--- src/rtl/dmem_pkg.sv ---
// Shared definitions for the data-memory arbiter and its helpers:
// memory geometry, sequencer state encoding and requester port indices.
package dmem_pkg;

  localparam int DMEM_ADDR_W = 8;
  localparam int DMEM_DATA_W = 8;

  typedef enum logic [1:0] {
    ST_IDLE  = 2'd0,
    ST_ISSUE = 2'd1,
    ST_RESP  = 2'd2
  } state_t;

  localparam logic PORT_CPU = 1'b0;
  localparam logic PORT_DMA = 1'b1;

endpackage

--- src/rtl/dmem_arbiter_rr_pick2.sv ---
// rr_pick2: combinational two-way winner select. A lone requester always
// wins; on a tie either port 0 wins (FIXED_PRIO != 0) or the port that was
// not granted last time wins (round-robin).
module rr_pick2
  import dmem_pkg::*;
#(
  parameter int FIXED_PRIO = 0
) (
  input  logic req0,
  input  logic req1,
  input  logic last_gnt,
  output logic valid,
  output logic winner
);

  // Resolve the winner from the request pair and grant history
  always_comb begin
    valid  = req0 | req1;
    winner = PORT_CPU;
    if (req0 && req1)
      winner = (FIXED_PRIO != 0) ? PORT_CPU : ~last_gnt;
    else if (req1)
      winner = PORT_DMA;
  end

endmodule

--- src/rtl/dmem_arbiter.sv ---
// dmem_arbiter: shares the single 256x8 data-memory port between the CPU
// (port 0) and the DMA/debug loader (port 1). Each accepted command gets a
// one-cycle gnt and a one-cycle mem_read/mem_write strobe; reads return
// through rdata with an rvalid pulse two cycles after the grant, covering
// the memory's registered read.
// Optional feature: define DMEM_ARB_STATS_EN to add saturating grant and
// conflict counters (gnt_cnt0, gnt_cnt1, conflict_cnt) with stats_clr.
module dmem_arbiter
  import dmem_pkg::*;
#(
  parameter int ADDR_W     = DMEM_ADDR_W,
  parameter int DATA_W     = DMEM_DATA_W,
  parameter int FIXED_PRIO = 0
) (
  input  logic              clk,
  input  logic              reset,
  input  logic              req0,
  input  logic              req1,
  input  logic              we0,
  input  logic              we1,
  input  logic [ADDR_W-1:0] addr0,
  input  logic [ADDR_W-1:0] addr1,
  input  logic [DATA_W-1:0] wdata0,
  input  logic [DATA_W-1:0] wdata1,
  output logic              gnt0,
  output logic              gnt1,
  output logic              rvalid0,
  output logic              rvalid1,
  output logic [DATA_W-1:0] rdata,
  output logic              mem_read,
  output logic              mem_write,
  output logic [ADDR_W-1:0] mem_address,
  output logic [DATA_W-1:0] mem_write_data,
  input  logic [DATA_W-1:0] mem_read_data
`ifdef DMEM_ARB_STATS_EN
  ,
  input  logic              stats_clr,
  output logic [15:0]       gnt_cnt0,
  output logic [15:0]       gnt_cnt1,
  output logic [15:0]       conflict_cnt
`endif
);

  state_t              state;
  logic                owner;
  logic                cmd_we;
  logic [ADDR_W-1:0]   cmd_addr;
  logic [DATA_W-1:0]   cmd_wdata;
  logic                last_gnt;

  logic                pick_valid;
  logic                pick_win;
  logic                sel_we;
  logic [ADDR_W-1:0]   sel_addr;
  logic [DATA_W-1:0]   sel_wdata;

  rr_pick2 #(.FIXED_PRIO(FIXED_PRIO)) u_pick (
    .req0     (req0),
    .req1     (req1),
    .last_gnt (last_gnt),
    .valid    (pick_valid),
    .winner   (pick_win)
  );

  assign sel_we    = (pick_win == PORT_DMA) ? we1    : we0;
  assign sel_addr  = (pick_win == PORT_DMA) ? addr1  : addr0;
  assign sel_wdata = (pick_win == PORT_DMA) ? wdata1 : wdata0;

  // The captured command is held between transactions, so the memory
  // address/data buses keep their last values outside the issue cycle.
  assign mem_address    = cmd_addr;
  assign mem_write_data = cmd_wdata;

  // Sequencer: capture in IDLE, strobe in ISSUE, collect read data in RESP.
  // Strobes and handshakes are registered so they are glitch-free.
  always_ff @(posedge clk or negedge reset) begin
    if (!reset) begin
      state     <= ST_IDLE;
      owner     <= PORT_CPU;
      cmd_we    <= 1'b0;
      cmd_addr  <= '0;
      cmd_wdata <= '0;
      last_gnt  <= PORT_DMA;
      gnt0      <= 1'b0;
      gnt1      <= 1'b0;
      rvalid0   <= 1'b0;
      rvalid1   <= 1'b0;
      rdata     <= '0;
      mem_read  <= 1'b0;
      mem_write <= 1'b0;
    end else begin
      gnt0      <= 1'b0;
      gnt1      <= 1'b0;
      rvalid0   <= 1'b0;
      rvalid1   <= 1'b0;
      mem_read  <= 1'b0;
      mem_write <= 1'b0;
      case (state)
        ST_IDLE: begin
          if (pick_valid) begin
            owner     <= pick_win;
            cmd_we    <= sel_we;
            cmd_addr  <= sel_addr;
            cmd_wdata <= sel_wdata;
            // Raised here so they are high exactly during ISSUE
            mem_write <= sel_we;
            mem_read  <= ~sel_we;
            gnt0      <= (pick_win == PORT_CPU);
            gnt1      <= (pick_win == PORT_DMA);
            state     <= ST_ISSUE;
          end
        end
        ST_ISSUE: begin
          last_gnt <= owner;
          state    <= cmd_we ? ST_IDLE : ST_RESP;
        end
        ST_RESP: begin
          // Memory output is valid this cycle; rvalid lands in the next IDLE
          rdata   <= mem_read_data;
          rvalid0 <= (owner == PORT_CPU);
          rvalid1 <= (owner == PORT_DMA);
          state   <= ST_IDLE;
        end
        default: state <= ST_IDLE;
      endcase
    end
  end

`ifdef DMEM_ARB_STATS_EN
  // Saturating grant/conflict counters; stats_clr wins over increments
  always_ff @(posedge clk or negedge reset) begin
    if (!reset) begin
      gnt_cnt0     <= '0;
      gnt_cnt1     <= '0;
      conflict_cnt <= '0;
    end else if (stats_clr) begin
      gnt_cnt0     <= '0;
      gnt_cnt1     <= '0;
      conflict_cnt <= '0;
    end else begin
      if (gnt0 && (gnt_cnt0 != 16'hFFFF)) gnt_cnt0 <= gnt_cnt0 + 16'd1;
      if (gnt1 && (gnt_cnt1 != 16'hFFFF)) gnt_cnt1 <= gnt_cnt1 + 16'd1;
      if ((state == ST_IDLE) && req0 && req1 && (conflict_cnt != 16'hFFFF))
        conflict_cnt <= conflict_cnt + 16'd1;
    end
  end
`endif

endmodule
--- config.mk ---
export PLATFORM = sky130hd
export DESIGN_NAME = dmem_arbiter
export DESIGN_NICKNAME = d
export VERILOG_FILES = /design/src/rtl/dmem_pkg.sv /design/src/rtl/dmem_arbiter_rr_pick2.sv /design/src/rtl/dmem_arbiter.sv
export SDC_FILE = /design/constraint.sdc
export NUM_CORES = 1
export LEC_CHECK = 0
export ABC_AREA = 0
export CORE_MARGIN = 5
export CORE_UTILIZATION = 43
export DETAILED_ROUTE_END_ITERATION = 7
export GPL_TIMING_DRIVEN = 0
export PLACE_DENSITY = 0.85
export SYNTH_ARGS = -nofsm -noshare
export SYNTH_HDL_FRONTEND = slang
export SYNTH_SLANG_ARGS = --single-unit
export TNS_END_PERCENT = 100
--- constraint.sdc ---
create_clock -name clk -period 3.11 [get_ports clk]
set_input_delay 0.622 -clock clk [delete_from_list [all_inputs] [get_ports clk]]
set_output_delay 0.622 -clock clk [all_outputs]
set_load 0.02 [all_outputs]
==> flow_summary_export.csv <==
group,metric,value,unit
synth,syn_nets,146,
route,dr.pass1.iters,3,
grt,grt_use_total,15.9,%
synth,synthCells,100,
floorplanning,core_area,3390,sq um
critical_path,start_kind,"input port",
route,finalWirelength,3680,microns
timing,tightest_slew,0.755,ns
synth,yosysSeqAreaShare,57.0,%
timing,finalCritPeriodShare,62.6,%
timing,slew_violations,0,
clock_network,root_buffer,"clkbuf_4",
critical_path,reg2reg_slack,1.48,ns
synth,synth.avg_cell_area,15.4,sq um
synth,synthTopCellsByArea,"dfrtp_1, mux2_2, mux2_4",
clock_network,htree_num_levels,2,
placed_design,place_hpwl,2870,microns
critical_path,worstPathRequired,3.33,ns
min_path,holdCritPathClass,"in -> async",
critical_path,crit_top_cell,"mux2_4",
clock_network,cts_max_path_buffers,2,
critical_path,critPathKind,"in -> reg",
critical_path,reg2regPathDepth,5,
floorplanning,std_cell_rows,21,
critical_path,path_max_fanout,10,
placed_design,portBuffers,75,
synth,yosys.area.top_type_share,55.3,%
timing,setup_tns,0,ns
clock_network,cts_tree,"built",
placed_design,gp_congestion,0.730,
route,drtIter0Drc,31,
finish,area_growth,56.7,%
clock_network,worstSkewPairLatency,0.33,ns
finish,diodes,0,
clock_network,cts-hold-fix-buffers,0,
route,vias_per_cell,4.70,
critical_path,reg2reg_to,"mem_address[4]",
finish,finalInstanceArea,2410,sq um
finish,regArea,877,sq um
floorplanning,start_util,45.4,%
grt,grt_max_degree,36,
critical_path,cpPeakStageDelay,0.48,ns
critical_path,reg2reg_from,"last_gnt",
finish,num-nets-final,228,
synth,synth_area_leader_cell,"dfrtp_1",
placed_design,place_area,2340,sq um
route,post_drt_wl_per_cell,16.1,microns
route,final_antenna_net_count,0,
grt,grt_overflow,0,
critical_path,crit_chain,"clkdlybuf4s50_1, a21bo_1, buf_6, buf_12, mux2_4, mux2_4",
critical_path,worst-path-stages,6,
clock_network,clock_sinks,35,
grt,grt_pass1_vias,1240,
grt,antenna_found_initial,0,
critical_path,crit_arrival,2.17,ns
synth,ys_types,18,
finish,post-route-util,71.1,%
route,drc,0,
floorplanning,ios,76,
finish,drive_gt1_share,30.1,%
floorplanning,fp.dieArea,4880,sq um
critical_path,crit_buf_inv,3,
pwr,irDropWorstVdd,564,uV
timing,fin_crit,1.95,ns
grt,grt_pass1_wl,6040,microns
timing,hold_viol_final,0,
route,num_vias,1076,
timing,fin_ws,1.16,ns
critical_path,critPathSlowestCell,"clkdlybuf4s50_1",
finish,multiInputGateArea,604,sq um
pwr,power_density,940,nW/um^2
synth,ys_ff_latch,35,
timing,max-slew-margin-rel,49.6,%
synth,yosys_warnings,0,
critical_path,end_kind,"flop",
timing,rsz0062_at_grt,"no",
floorplanning,die_x,69.8,microns
clock_network,numCtsBuffers,5,
clock_network,clk_pin_slew,0.10,ns
outcome,status,"finished, final reports clean",
timing,final-setup-viol-count,0,
run,maxCapViolCount,0,
pwr,p_leak,1.06,nW
placed_design,place_worst_setup_slack,0.816,ns
critical_path,cp_top_family,"buffers and inverters",
floorplanning,die_h,69.8,microns
clock_network,postCtsResizedCells,0,
finish,nFillCells,251,
timing,max_freq,513,MHz
synth,synthesis.area,1540,sq um
timing,finClkSkew,0.00403,ns
clock_network,postCtsSetupBuffers,0,
## through the flow
step           cells  hold WS, ns  power [mW]
5_1_grt          229        0.386        2.39
3_5_place_dp     221        0.433        2.02
6_report         229        0.350        2.27
2_1_floorplan    100        0.326        1.47
4_1_cts          229        0.366        2.30
3_3_place_gp     221        0.419        1.97
## placed cells by master (no fill, tap or decap), drive strengths merged
cell	instances
a21bo	1
a21o	1
and2	2
buf	6
clkbuf	8
clkdlybuf4s50	74
dfrtp	34
dfstp	1
inv	3
mux2	40
mux2i	2
nand2	1
nand2b	2
nor2	5
nor3	1
o21ai	2
## logic make-up after synthesis
family          Yosys count  synth area share (%)
buf+inv                   8                  3.74
mux                      42                  34.0
simple gates             11                  3.50
compound gates            4                  1.79
flops                    35                  57.0
## cell type report
cell class,count,area share (%)
multi-input cells,57,25.1
clock buffers,8,2.85
well taps,46,2.39
plain buffers,5,1.92
flip-flops and latches,35,36.4
inverters,3,0.467
repair buffers,75,30.9
## per-layer routing
layer	up-vias	global-route usage (%)	part of all wire, %
met2	53	27.9	52
met1	512	15.8	36
met3	6	8.26	10
met4	0	6.17	1.9
li1	505	-	-
met5	-	0	0
## cell usage after synthesis (all sizes together)
library cell  number
a21o               1
dfrtp             34
mux2              40
nand2b             2
o21ai              2
mux2i              2
nand2              1
a21bo              1
buf                5
nor3               1
inv                3
and2               2
nor2               5
dfstp              1
## worst max path at each step
| stage | endpoint | start |
|---|---|---|
| after floorplan | mem_address[2] | req1 |
| after global placement | mem_write_data[2] | reset |
| after detailed placement | mem_address[4] | req1 |
| after CTS | mem_address[0] | mem_address[0] |
| after global routing | rdata[0] | rdata[0] |
| final | mem_address[4] | req1 |
## sequential cells by signal, indices dropped and copies added (netlist names)
register        cells
rvalid1             1
mem_write_data      8
gnt1                1
gnt0                1
owner               1
state               2
cmd_we              1
mem_write           1
mem_read            1
rvalid0             1
last_gnt            1
mem_address         8
rdata               8
## power by group
| part | switching [mW] | leakage, nW | total [mW] | internal, mW |
|---|---|---|---|---|
| Sequential | 0.114 | 0.419 | 0.792 | 0.678 |
| Clock | 0.143 | 0.0386 | 0.276 | 0.133 |
| Combinational | 0.528 | 0.606 | 1.20 | 0.672 |
Note: power is estimated with default switching activity, not from simulation.
